==> config.mk <==
export PLATFORM = sky130hd
export DESIGN_NAME = kfmmc_read_verify_sequencer_flat
export DESIGN_NICKNAME = d
export VERILOG_FILES = /design/src/rtl/kfmmc_read_verify_sequencer_if.sv /design/src/rtl/kfmmc_read_verify_sequencer.sv /design/src/flat_wrapper.sv
export SDC_FILE = /design/constraint.sdc
export NUM_CORES = 1
export LEC_CHECK = 0
export CORE_MARGIN = 3
export CORE_UTILIZATION = 41
export CTS_BUF_LIST = sky130_fd_sc_hd__clkbuf_4 sky130_fd_sc_hd__clkbuf_8
export DETAILED_ROUTE_END_ITERATION = 8
export DONT_BUFFER_PORTS = 1
export PLACE_DENSITY = 0.55
export SETUP_SLACK_MARGIN = 0.1
export SLEW_MARGIN = 30
export SYNTH_ARGS = -nofsm -noshare
export SYNTH_HDL_FRONTEND = slang
export SYNTH_SLANG_ARGS = --single-unit
==> constraint.sdc <==
create_clock -name clock -period 3.95 [get_ports clock]
set_clock_uncertainty 0.1 [all_clocks]
set_input_delay 0.79 -clock clock [delete_from_list [all_inputs] [get_ports clock]]
set_output_delay 0.79 -clock clock [all_outputs]
set_load 0.05 [all_outputs]
==> src/rtl/kfmmc_read_verify_sequencer_if.sv <==
// Byte-wide register bus between the read-verify sequencer (master) and the KFMMC drive (slave).
interface kfmmc_read_verify_sequencer_if;
  logic [7:0] data_bus;
  logic       write_block_address_1;
  logic       write_block_address_2;
  logic       write_block_address_3;
  logic       write_block_address_4;
  logic       write_command;
  logic       read_data;
  logic [7:0] read_data_byte;
  logic       drive_busy;
  logic       read_byte_interrupt;
  logic       read_completion_interrupt;
  logic       read_interface_error;

  modport master (
    output data_bus, write_block_address_1, write_block_address_2,
           write_block_address_3, write_block_address_4, write_command, read_data,
    input  read_data_byte, drive_busy, read_byte_interrupt,
           read_completion_interrupt, read_interface_error
  );

  modport slave (
    input  data_bus, write_block_address_1, write_block_address_2,
           write_block_address_3, write_block_address_4, write_command, read_data,
    output read_data_byte, drive_busy, read_byte_interrupt,
           read_completion_interrupt, read_interface_error
  );
endinterface

==> src/rtl/kfmmc_read_verify_sequencer.sv <==
// Reads back BLOCK_COUNT blocks from the KFMMC drive and checks them against the incrementing write pattern.
// Optional first-mismatch capture ports: define KFMMC_READ_VERIFY_MISMATCH_LOG_EN.
module kfmmc_read_verify_sequencer #(
  parameter logic [7:0] BLOCK_COUNT  = 8'h02,
  parameter logic [7:0] PATTERN_SEED = 8'h01
) (
  input  logic        clock,
  input  logic        reset,
  input  logic        start,
  kfmmc_read_verify_sequencer_if.master bus,
  output logic        busy,
  output logic        done,
  output logic        pass,
  output logic [15:0] mismatch_count,
  output logic [7:0]  current_block
`ifdef KFMMC_READ_VERIFY_MISMATCH_LOG_EN
  ,
  output logic        first_mismatch_valid,
  output logic [7:0]  first_mismatch_block,
  output logic [9:0]  first_mismatch_index,
  output logic [7:0]  first_mismatch_expected,
  output logic [7:0]  first_mismatch_actual
`endif
);

  localparam logic [9:0] BLOCK_BYTES   = 10'd512;
  localparam logic [7:0] READ_COMMAND  = 8'h80;

  typedef enum logic [3:0] {
    ST_IDLE,
    ST_WAIT_READY,
    ST_ADDR1,
    ST_ADDR2,
    ST_ADDR3,
    ST_ADDR4,
    ST_START_READ,
    ST_WAIT_INTERRUPT,
    ST_ACCEPT_BYTE,
    ST_WAIT_DEASSERT,
    ST_CLEAR_COMPLETION,
    ST_WAIT_BUSY,
    ST_DONE,
    ST_FAIL
  } state_e;

  state_e     state;
  state_e     state_next;
  logic [9:0] byte_index;
  logic [7:0] expected_byte;
  logic       run_start;
  logic       last_block;
  logic       byte_mismatch;
  logic       length_fault;

  assign run_start     = start && (state == ST_IDLE || state == ST_DONE || state == ST_FAIL);
  assign last_block    = (current_block + 8'd1) == BLOCK_COUNT;
  assign byte_mismatch = (state == ST_ACCEPT_BYTE) && (bus.read_data_byte != expected_byte);
  assign length_fault  = (state == ST_CLEAR_COMPLETION) && (byte_index != BLOCK_BYTES);

  // NOTE: sequential state uses non-blocking assignments so every register samples pre-edge values.
  always_ff @(posedge clock or posedge reset) begin
    if (reset) begin
      state <= ST_IDLE;
    end else begin
      state <= state_next;
    end
  end

  // NOTE: every output of this block is given a default first, so no path can infer a latch.
  always_comb begin
    state_next                = state;
    bus.data_bus              = 8'h00;
    bus.write_block_address_1 = 1'b0;
    bus.write_block_address_2 = 1'b0;
    bus.write_block_address_3 = 1'b0;
    bus.write_block_address_4 = 1'b0;
    bus.write_command         = 1'b0;
    bus.read_data             = 1'b0;

    case (state)
      ST_IDLE, ST_DONE, ST_FAIL: begin
        if (start) state_next = ST_WAIT_READY;
      end
      ST_WAIT_READY: begin
        if (!bus.drive_busy) state_next = ST_ADDR1;
      end
      ST_ADDR1: begin
        bus.data_bus              = current_block;
        bus.write_block_address_1 = 1'b1;
        state_next                = ST_ADDR2;
      end
      ST_ADDR2: begin
        bus.write_block_address_2 = 1'b1;
        state_next                = ST_ADDR3;
      end
      ST_ADDR3: begin
        bus.write_block_address_3 = 1'b1;
        state_next                = ST_ADDR4;
      end
      ST_ADDR4: begin
        bus.write_block_address_4 = 1'b1;
        state_next                = ST_START_READ;
      end
      ST_START_READ: begin
        bus.data_bus      = READ_COMMAND;
        bus.write_command = 1'b1;
        state_next        = ST_WAIT_INTERRUPT;
      end
      ST_WAIT_INTERRUPT: begin
        // Error outranks completion, and completion outranks a pending byte.
        if (bus.read_interface_error)           state_next = ST_FAIL;
        else if (bus.read_completion_interrupt) state_next = ST_CLEAR_COMPLETION;
        else if (bus.read_byte_interrupt)       state_next = ST_ACCEPT_BYTE;
      end
      ST_ACCEPT_BYTE: begin
        bus.read_data = 1'b1;
        state_next    = ST_WAIT_DEASSERT;
      end
      ST_WAIT_DEASSERT: begin
        if (!bus.read_byte_interrupt) state_next = ST_WAIT_INTERRUPT;
      end
      ST_CLEAR_COMPLETION: begin
        bus.read_data = 1'b1;
        state_next    = ST_WAIT_BUSY;
      end
      ST_WAIT_BUSY: begin
        if (!bus.drive_busy) state_next = last_block ? ST_DONE : ST_WAIT_READY;
      end
      default: state_next = ST_IDLE;
    endcase
  end

  assign busy = !(state == ST_IDLE || state == ST_DONE || state == ST_FAIL);
  assign done = (state == ST_DONE) || (state == ST_FAIL);
  assign pass = (state == ST_DONE) && (mismatch_count == 16'h0000);

  // The expected pattern runs on across blocks; only a new run reseeds it.
  always_ff @(posedge clock or posedge reset) begin
    if (reset) begin
      current_block  <= 8'h00;
      byte_index     <= 10'd0;
      expected_byte  <= PATTERN_SEED;
      mismatch_count <= 16'h0000;
    end else if (run_start) begin
      current_block  <= 8'h00;
      byte_index     <= 10'd0;
      expected_byte  <= PATTERN_SEED;
      mismatch_count <= 16'h0000;
    end else begin
      if (state == ST_ACCEPT_BYTE) begin
        expected_byte <= expected_byte + 8'd1;
        byte_index    <= byte_index + 10'd1;
      end
      if (state == ST_CLEAR_COMPLETION) begin
        byte_index <= 10'd0;
      end
      if ((byte_mismatch || length_fault) && (mismatch_count != 16'hFFFF)) begin
        mismatch_count <= mismatch_count + 16'd1;
      end
      if (state == ST_WAIT_BUSY && !bus.drive_busy && !last_block) begin
        current_block <= current_block + 8'd1;
      end
    end
  end

`ifdef KFMMC_READ_VERIFY_MISMATCH_LOG_EN
  // Only data mismatches are logged; length faults leave the capture untouched.
  always_ff @(posedge clock or posedge reset) begin
    if (reset) begin
      first_mismatch_valid    <= 1'b0;
      first_mismatch_block    <= 8'h00;
      first_mismatch_index    <= 10'd0;
      first_mismatch_expected <= 8'h00;
      first_mismatch_actual   <= 8'h00;
    end else if (run_start) begin
      first_mismatch_valid    <= 1'b0;
      first_mismatch_block    <= 8'h00;
      first_mismatch_index    <= 10'd0;
      first_mismatch_expected <= 8'h00;
      first_mismatch_actual   <= 8'h00;
    end else if (byte_mismatch && !first_mismatch_valid) begin
      first_mismatch_valid    <= 1'b1;
      first_mismatch_block    <= current_block;
      first_mismatch_index    <= byte_index;
      first_mismatch_expected <= expected_byte;
      first_mismatch_actual   <= bus.read_data_byte;
    end
  end
`endif

endmodule

==> src/flat_wrapper.sv <==
// flat-port wrapper written by rule: the top's interface ports become plain ports
module kfmmc_read_verify_sequencer_flat 
#(
  parameter logic [7:0] BLOCK_COUNT  = 8'h02,
  parameter logic [7:0] PATTERN_SEED = 8'h01
)
  (clock, reset, start, busy, done, pass, mismatch_count, current_block, bus_data_bus, bus_write_block_address_1, bus_write_block_address_2, bus_write_block_address_3, bus_write_block_address_4, bus_write_command, bus_read_data, bus_read_data_byte, bus_drive_busy, bus_read_byte_interrupt, bus_read_completion_interrupt, bus_read_interface_error);
  kfmmc_read_verify_sequencer_if bus_i ();
  input  logic clock;
  input  logic reset;
  input  logic start;
  output logic busy;
  output logic done;
  output logic pass;
  output logic [15:0] mismatch_count;
  output logic [7:0] current_block;
  output wire logic [$bits(bus_i.data_bus)-1:0] bus_data_bus;
  output wire logic [$bits(bus_i.write_block_address_1)-1:0] bus_write_block_address_1;
  output wire logic [$bits(bus_i.write_block_address_2)-1:0] bus_write_block_address_2;
  output wire logic [$bits(bus_i.write_block_address_3)-1:0] bus_write_block_address_3;
  output wire logic [$bits(bus_i.write_block_address_4)-1:0] bus_write_block_address_4;
  output wire logic [$bits(bus_i.write_command)-1:0] bus_write_command;
  output wire logic [$bits(bus_i.read_data)-1:0] bus_read_data;
  input wire logic [$bits(bus_i.read_data_byte)-1:0] bus_read_data_byte;
  input wire logic [$bits(bus_i.drive_busy)-1:0] bus_drive_busy;
  input wire logic [$bits(bus_i.read_byte_interrupt)-1:0] bus_read_byte_interrupt;
  input wire logic [$bits(bus_i.read_completion_interrupt)-1:0] bus_read_completion_interrupt;
  input wire logic [$bits(bus_i.read_interface_error)-1:0] bus_read_interface_error;
  assign bus_data_bus = bus_i.data_bus;
  assign bus_write_block_address_1 = bus_i.write_block_address_1;
  assign bus_write_block_address_2 = bus_i.write_block_address_2;
  assign bus_write_block_address_3 = bus_i.write_block_address_3;
  assign bus_write_block_address_4 = bus_i.write_block_address_4;
  assign bus_write_command = bus_i.write_command;
  assign bus_read_data = bus_i.read_data;
  assign bus_i.read_data_byte = bus_read_data_byte;
  assign bus_i.drive_busy = bus_drive_busy;
  assign bus_i.read_byte_interrupt = bus_read_byte_interrupt;
  assign bus_i.read_completion_interrupt = bus_read_completion_interrupt;
  assign bus_i.read_interface_error = bus_read_interface_error;
  kfmmc_read_verify_sequencer #(.BLOCK_COUNT(BLOCK_COUNT), .PATTERN_SEED(PATTERN_SEED)) u_core (.clock(clock), .reset(reset), .start(start), .bus(bus_i), .busy(busy), .done(done), .pass(pass), .mismatch_count(mismatch_count), .current_block(current_block));
endmodule
==> flow_metrics.tcl, run 1 <==
set metrics [dict create \
    status "finished clean" \
    finalNonFillerCells 427 \
    nets 353 \
    synthCells 327 \
    final_antenna_net_count 0 \
    ys_ff_latch 46 \
    slowest_delay_ns 0.61 \
    antenna_found_initial 0 \
    drc_errors 0 \
    grt_pass1_wl_um 11700 \
    ir_drop_v 0.000396 \
    root_buffer "clkbuf_8" \
    fin_util 0.460 \
    initial_core_util 0.424 \
    yosys_warnings 0 \
    clock.fmax_mhz 314 \
    die_w_um 90.1 \
    synth_nets 349 \
    reg2reg_setup_slack_ns 0.95 \
    grt_pass1_vias 2283 \
    holdBufCountCts 0 \
    crit_buf_inv 1 \
    cts.sinks 46 \
    port-buffer-count 0 \
    die_h_um 90.1 \
    synth_area_leaders "dfrtp_1 39%, xor2_1 5.7%, nor2_1 4.1%, nand2_1 3.8%, ha_1 3.0%" \
    place_congestion 0.821 \
    ys_async_sr_fraction 1.00 \
    routed_wl_um 6940 \
    cts_made_buffers 5 \
    synthTopCellsByCount "45 x dfrtp_1, 32 x nor2_1, 29 x nand2_1" \
    critical_path.startpoint "u_core.state[1]" \
    cap_violations 0 \
    detail_route.iter0.violations 132 \
    synth.most_common_cell "dfrtp_1" \
    final_max_slew_viol_count 0 \
    ys.flop_type "dfrtp_1" \
    postPlaceCellArea_sq_mm 0.00306 \
    drive_gt1_frac 0.103 \
    synth_top_cell_by_area "dfrtp_1" \
    io_pins 56 \
    netlist_area_sq_mm 0.00290 \
    slowest_stage "dfrtp_1" \
    area_delta_synth_final_pct 8.47 \
    power_density_mw_per_mm2 664 \
    critPathLaunchType "flip-flop" \
    clk_pin_slew_worst_paths_ns 0.09 \
    critPathMaxFanout 14 \
    fin_tns_setup_ns 0 \
    max_slew_margin 0.447 \
    synth_top_area_frac 0.389 \
    whs_ns 0.315 \
    dp_hpwl_um 4940 \
    cts_resized 0 \
    cts.path.max_buffers 2 \
    rr_endpoint "u_core.mismatch_count[5]" \
    reg2reg_from "u_core.mismatch_count[6]" \
    rsz0062_at_grt "false" \
    postLayoutCellArea_sq_mm 0.00314 \
    insertion_delay_ns 0.30 \
    critPathRequiredTime_ns 3.06 \
    finalSetupViolations 0 \
    seq_area_frac_synth 0.398 \
    worstRegToRegCells 6 \
    die-area_sq_mm 0.00811 \
    synth.distinct_cells 50 \
    vias 2427 \
    htree_num_levels 2 \
    cts_tree "built" \
    wl_per_cell_um 16.3 \
    period_minus_slack_ns 3.18 \
    final-hold-violation-count 0 \
    synth_enable_flop_cells 0 \
    cp-end-kind "output port" \
    firstDrtPassIters 4 \
    crit_family "simple AND/OR/NAND/NOR gates" \
    placed_cells 420 \
    crit_type "reg2out" \
    critPathArrivalTime_ns 2.29 \
    grt-ovfl-total 0 \
    path_cells "nand2_1 -> nor3_2 -> buf_4 -> and2_1" \
    worst_slew_pin_slew_ns 0.826 \
    postCtsSetupBuffers 0 \
    core_area_sq_mm 0.00683 \
    via_per_inst 5.68 \
    min-delay-path-class "in2async" \
    finalCritPeriodShare 0.806 \
    synth_area_per_cell_sq_um 8.86 \
    track_usage 0.173 \
    n_antenna_cell 0 \
    rows 30 \
    grt_max_degree 47 \
    leakagePower_nw 1.38 \
]
[worst max-delay path by stage]
stage,end,cells past startpoint
after floorplan,bus_data_bus[0],4
after detailed placement,u_core.mismatch_count[5],6
after global placement,u_core.mismatch_count[5],6
after global routing,bus_data_bus[2],4
after CTS,bus_data_bus[2],6
final,bus_data_bus[2],4
[state kept, by name, summed over array words and instances (netlist names)]
signal                 flops
u_core.state               4
u_core.byte_index         10
u_core.mismatch_count     16
u_core.expected_byte       8
u_core.current_block       8
[power breakdown]
| group | internal (mW) | switching, mW |
|---|---|---|
| logic | 0.297 | 0.465 |
| clock network | 0.129 | 0.160 |
| registers | 0.602 | 0.434 |
| total | 1.03 | 1.06 |
[per-layer routing]
metal	global-route usage	vias up	wire length, um
met1	0.253	1160	3350
met5	0	-	0
li1	-	1200	-
met4	0.0434	0	59
met2	0.259	60	3170
met3	0.0385	7	355
[cell families (layout without fill, tap and decap cells)]
kind of cell / after synthesis / in the layout / share of synthesized area
AND/OR/NAND/NOR: 146 / 146 / 0.266
buffers and inverters: 28 / 32 / 0.0397
XOR/XNOR: 29 / 29 / 0.0877
multiplexers: 6 / 6 / 0.0212
adder cells (fa/ha/maj): 7 / 7 / 0.0302
flip-flops: 46 / 46 / 0.398
AO/OA/AOI/OAI: 65 / 65 / 0.157
[cell type report]
type                       instances  area [sq um]
multi-input combinational        253          1640
timing repair buffer              13          97.6
fill                             691          3690
tap                               96           120
sequential                        46          1150
inverter                          12          47.5
clock buffer                       6          76.3
clock inverter                     1          7.51
[cells in the final DEF, fill, tap and decap left out, types with 3 or more instances in the layout]
cell type	Yosys	final
xor2_1	19	19
o21ai_1	2	3
buf_4	0	13
and2_1	9	9
nand3_1	12	12
xnor2_1	10	10
nor2_1	32	32
dfrtp_1	45	45
nor4_2	2	3
a21oi_1	6	6
clkbuf_8	0	5
or4_1	5	5
nand2_1	29	29
o31ai_1	8	8
o211ai_1	7	7
a31oi_1	5	5
o21ai_0	15	14
a211o_1	4	4
or3_1	3	3
nand4_1	12	12
ha_1	7	7
inv_1	12	11
nor4_1	9	8
and3_1	9	9
a22o_1	3	3
mux2i_1	5	5
nor3_1	13	12
[metrics by stage]
stage                     setup WS (ns)  total power [mW]
after detailed placement          0.969              1.80
final                             0.767              2.09
after global placement            0.972              1.80
after global routing              0.611              2.24
after CTS                         0.770              2.10
after floorplan                   0.465              1.59
Power figures use the tool's default switching activity.
==> run 2, diff against run 1 <==
- PLACE_DENSITY: 0.55 -> 0.57
- clock period: 3.95 -> 2.9 ns (I/O delays scaled with it)
==> run 2 against run 1 <==
Against the previous run:
- register-to-register slack worse by 0.40 ns
- via count up 7.4%
- critical path depth grew 1
- critical path type unchanged
==> flow_metrics.tcl, run 2 (synthesis results as in run 1) <==
set metrics [dict create \
    vias 2606 \
    largest_register_ffs 16 \
    cts.path.max_buffers 2 \
    num-fill-cells 642 \
    area_delta_synth_final_pct 21.4 \
    final_antenna_net_count 0 \
    max_slew_margin 0.612 \
    holdBufCountCts 0 \
    power.total_mw 3.05 \
    period_minus_slack_ns 2.55 \
    multi_input_area_sq_mm 0.00164 \
    die-area_sq_mm 0.00811 \
    place_congestion 0.857 \
    clock.fmax_mhz 391 \
    finalSetupViolations 0 \
    ir_drop_v 0.000476 \
    largest_register "u_core.mismatch_count" \
    grt_max_degree 47 \
    root_buffer "clkbuf_8" \
    swShare 0.491 \
    pwr-share-comb 0.515 \
    clk_pin_slew_worst_paths_ns 0.10 \
    insertion_delay_ns 0.31 \
    final_max_slew_viol_count 0 \
    rsz0062_at_grt "false" \
    crit_type "reg2out" \
    reg2reg_setup_slack_ns 0.55 \
    wl_per_cell_um 15.6 \
    firstDrtPassIters 4 \
    io_pins 56 \
    cts_tree "built" \
    worst_slew_pin_slew_ns 0.583 \
    status "finished clean" \
    cap_violations 0 \
    grt_pass1_wl_um 12200 \
    layout_commonest_cell "dfrtp_1" \
    detail_route.iter0.violations 152 \
    finalCritPeriodShare 0.881 \
    slowest_delay_ns 0.47 \
    power.switching_mw 1.50 \
    drive_gt1_frac 0.195 \
    track_usage 0.182 \
    crit_buf_inv 2 \
    nets 390 \
    postCtsSetupBuffers 0 \
    leakagePower_nw 1.60 \
    cts.sinks 46 \
    endpoint "bus_data_bus[2]" \
    rows 30 \
    n_antenna_cell 0 \
    seq_power_share 0.346 \
    fin_tns_setup_ns 0 \
    min-delay-path-class "in2async" \
    critPathArrivalTime_ns 1.87 \
    grt-ovfl-total 0 \
    cp-end-kind "output port" \
    via_per_inst 5.60 \
    slowest_stage "dfrtp_1" \
    core_area_sq_mm 0.00683 \
    rr_endpoint "u_core.mismatch_count[14]" \
    cts_made_buffers 5 \
    placed_cells 457 \
    critPathLaunchType "flip-flop" \
    die_h_um 90.1 \
    port-buffer-count 0 \
    power_density_mw_per_mm2 868 \
    die_w_um 90.1 \
    dp_hpwl_um 5410 \
    final-hold-violation-count 0 \
    initial_core_util 0.424 \
    grt_pass1_vias 2429 \
    path_cells "inv_1 -> nand2_1 -> nor3_2 -> and2_1 -> buf_12" \
    critPathMaxFanout 8 \
    antenna_found_initial 0 \
    drc_errors 0 \
    critical_path.startpoint "u_core.state[0]" \
    final_cell_mix "45 x dfrtp_1, 43 x buf_4, 32 x nor2_1, 29 x nand2_1, 19 x xor2_1" \
    critPathRequiredTime_ns 2.22 \
    reg_top3 "u_core.mismatch_count (16), u_core.byte_index (10)" \
    finalNonFillerCells 465 \
    p_int_mw 1.55 \
    cts_resized 0 \
    htree_num_levels 2 \
    clockPowerShare 0.138 \
    reg2reg_from "u_core.state[0]" \
    ff_latch_area_sq_mm 0.00115 \
    worstRegToRegCells 7 \
    cp.depth 5 \
    crit_family "simple AND/OR/NAND/NOR gates" \
    routed_wl_um 7250 \
    fin_util 0.515 \
]
[run 2: cell types whose count changed in the layout (fill, tap and decap cells not counted)]
cell and delta:
buf_12 +7, inv_6 +1, clkinv_4 +1, buf_4 +30
clkbuf_4 -1
[run 2: cell type report]
class / instances / share of cell area
inverters: 12 / 0.0135
well taps: 96 / 0.0342
flip-flops and latches: 46 / 0.328
clock buffers: 5 / 0.0196
repair buffers: 50 / 0.132
multi-input cells: 253 / 0.466
clock inverters: 3 / 0.00711
[run 2: worst min path at each step]
| stage | to | slack (ns) | cells past startpoint | from |
|---|---|---|---|---|
| 3_5_place_dp | u_core.byte_index[9] | 0.38 | 1 | u_core.byte_index[9] |
| 3_3_place_gp | u_core.byte_index[9] | 0.37 | 1 | u_core.byte_index[9] |
| 5_1_grt | u_core.byte_index[0] | 0.13 | 1 | reset |
| 4_1_cts | u_core.expected_byte[5] | 0.12 | 1 | reset |
| 2_1_floorplan | u_core.byte_index[9] | 0.34 | 1 | u_core.byte_index[9] |
| 6_report | u_core.byte_index[0] | 0.09 | 1 | reset |
[run 2: metrics by stage]
| stage | area [sq um] | hold WS [ns] | worst slack [ns] |
|---|---|---|---|
| floorplan | 2910 | 0.343 | 0.127 |
| global placement | 3420 | 0.372 | 0.629 |
| detailed placement | 3420 | 0.378 | 0.583 |
| CTS | 3520 | 0.118 | 0.316 |
| global route | 3520 | 0.133 | 0.155 |
| finish | 3520 | 0.0851 | 0.345 |
[run 2: power by group through the flow]
stage                     clock network, mW  logic (mW)  registers, mW
after floorplan                           0       0.896           1.28
after global placement                    0        1.56           1.06
after detailed placement                  0        1.57           1.06
after CTS                             0.433        1.58           1.05
after global routing                  0.459        1.71           1.09
final                                 0.423        1.57           1.06
[run 2: routing by layer]
| layer | GRT usage | up-vias | wire length [um] |
|---|---|---|---|
| met5 | 0 | - | 0 |
| met4 | 0.0663 | 0 | 107 |
| met3 | 0.0435 | 10 | 469 |
| met2 | 0.264 | 84 | 3280 |
| met1 | 0.263 | 1238 | 3390 |
| li1 | - | 1274 | - |
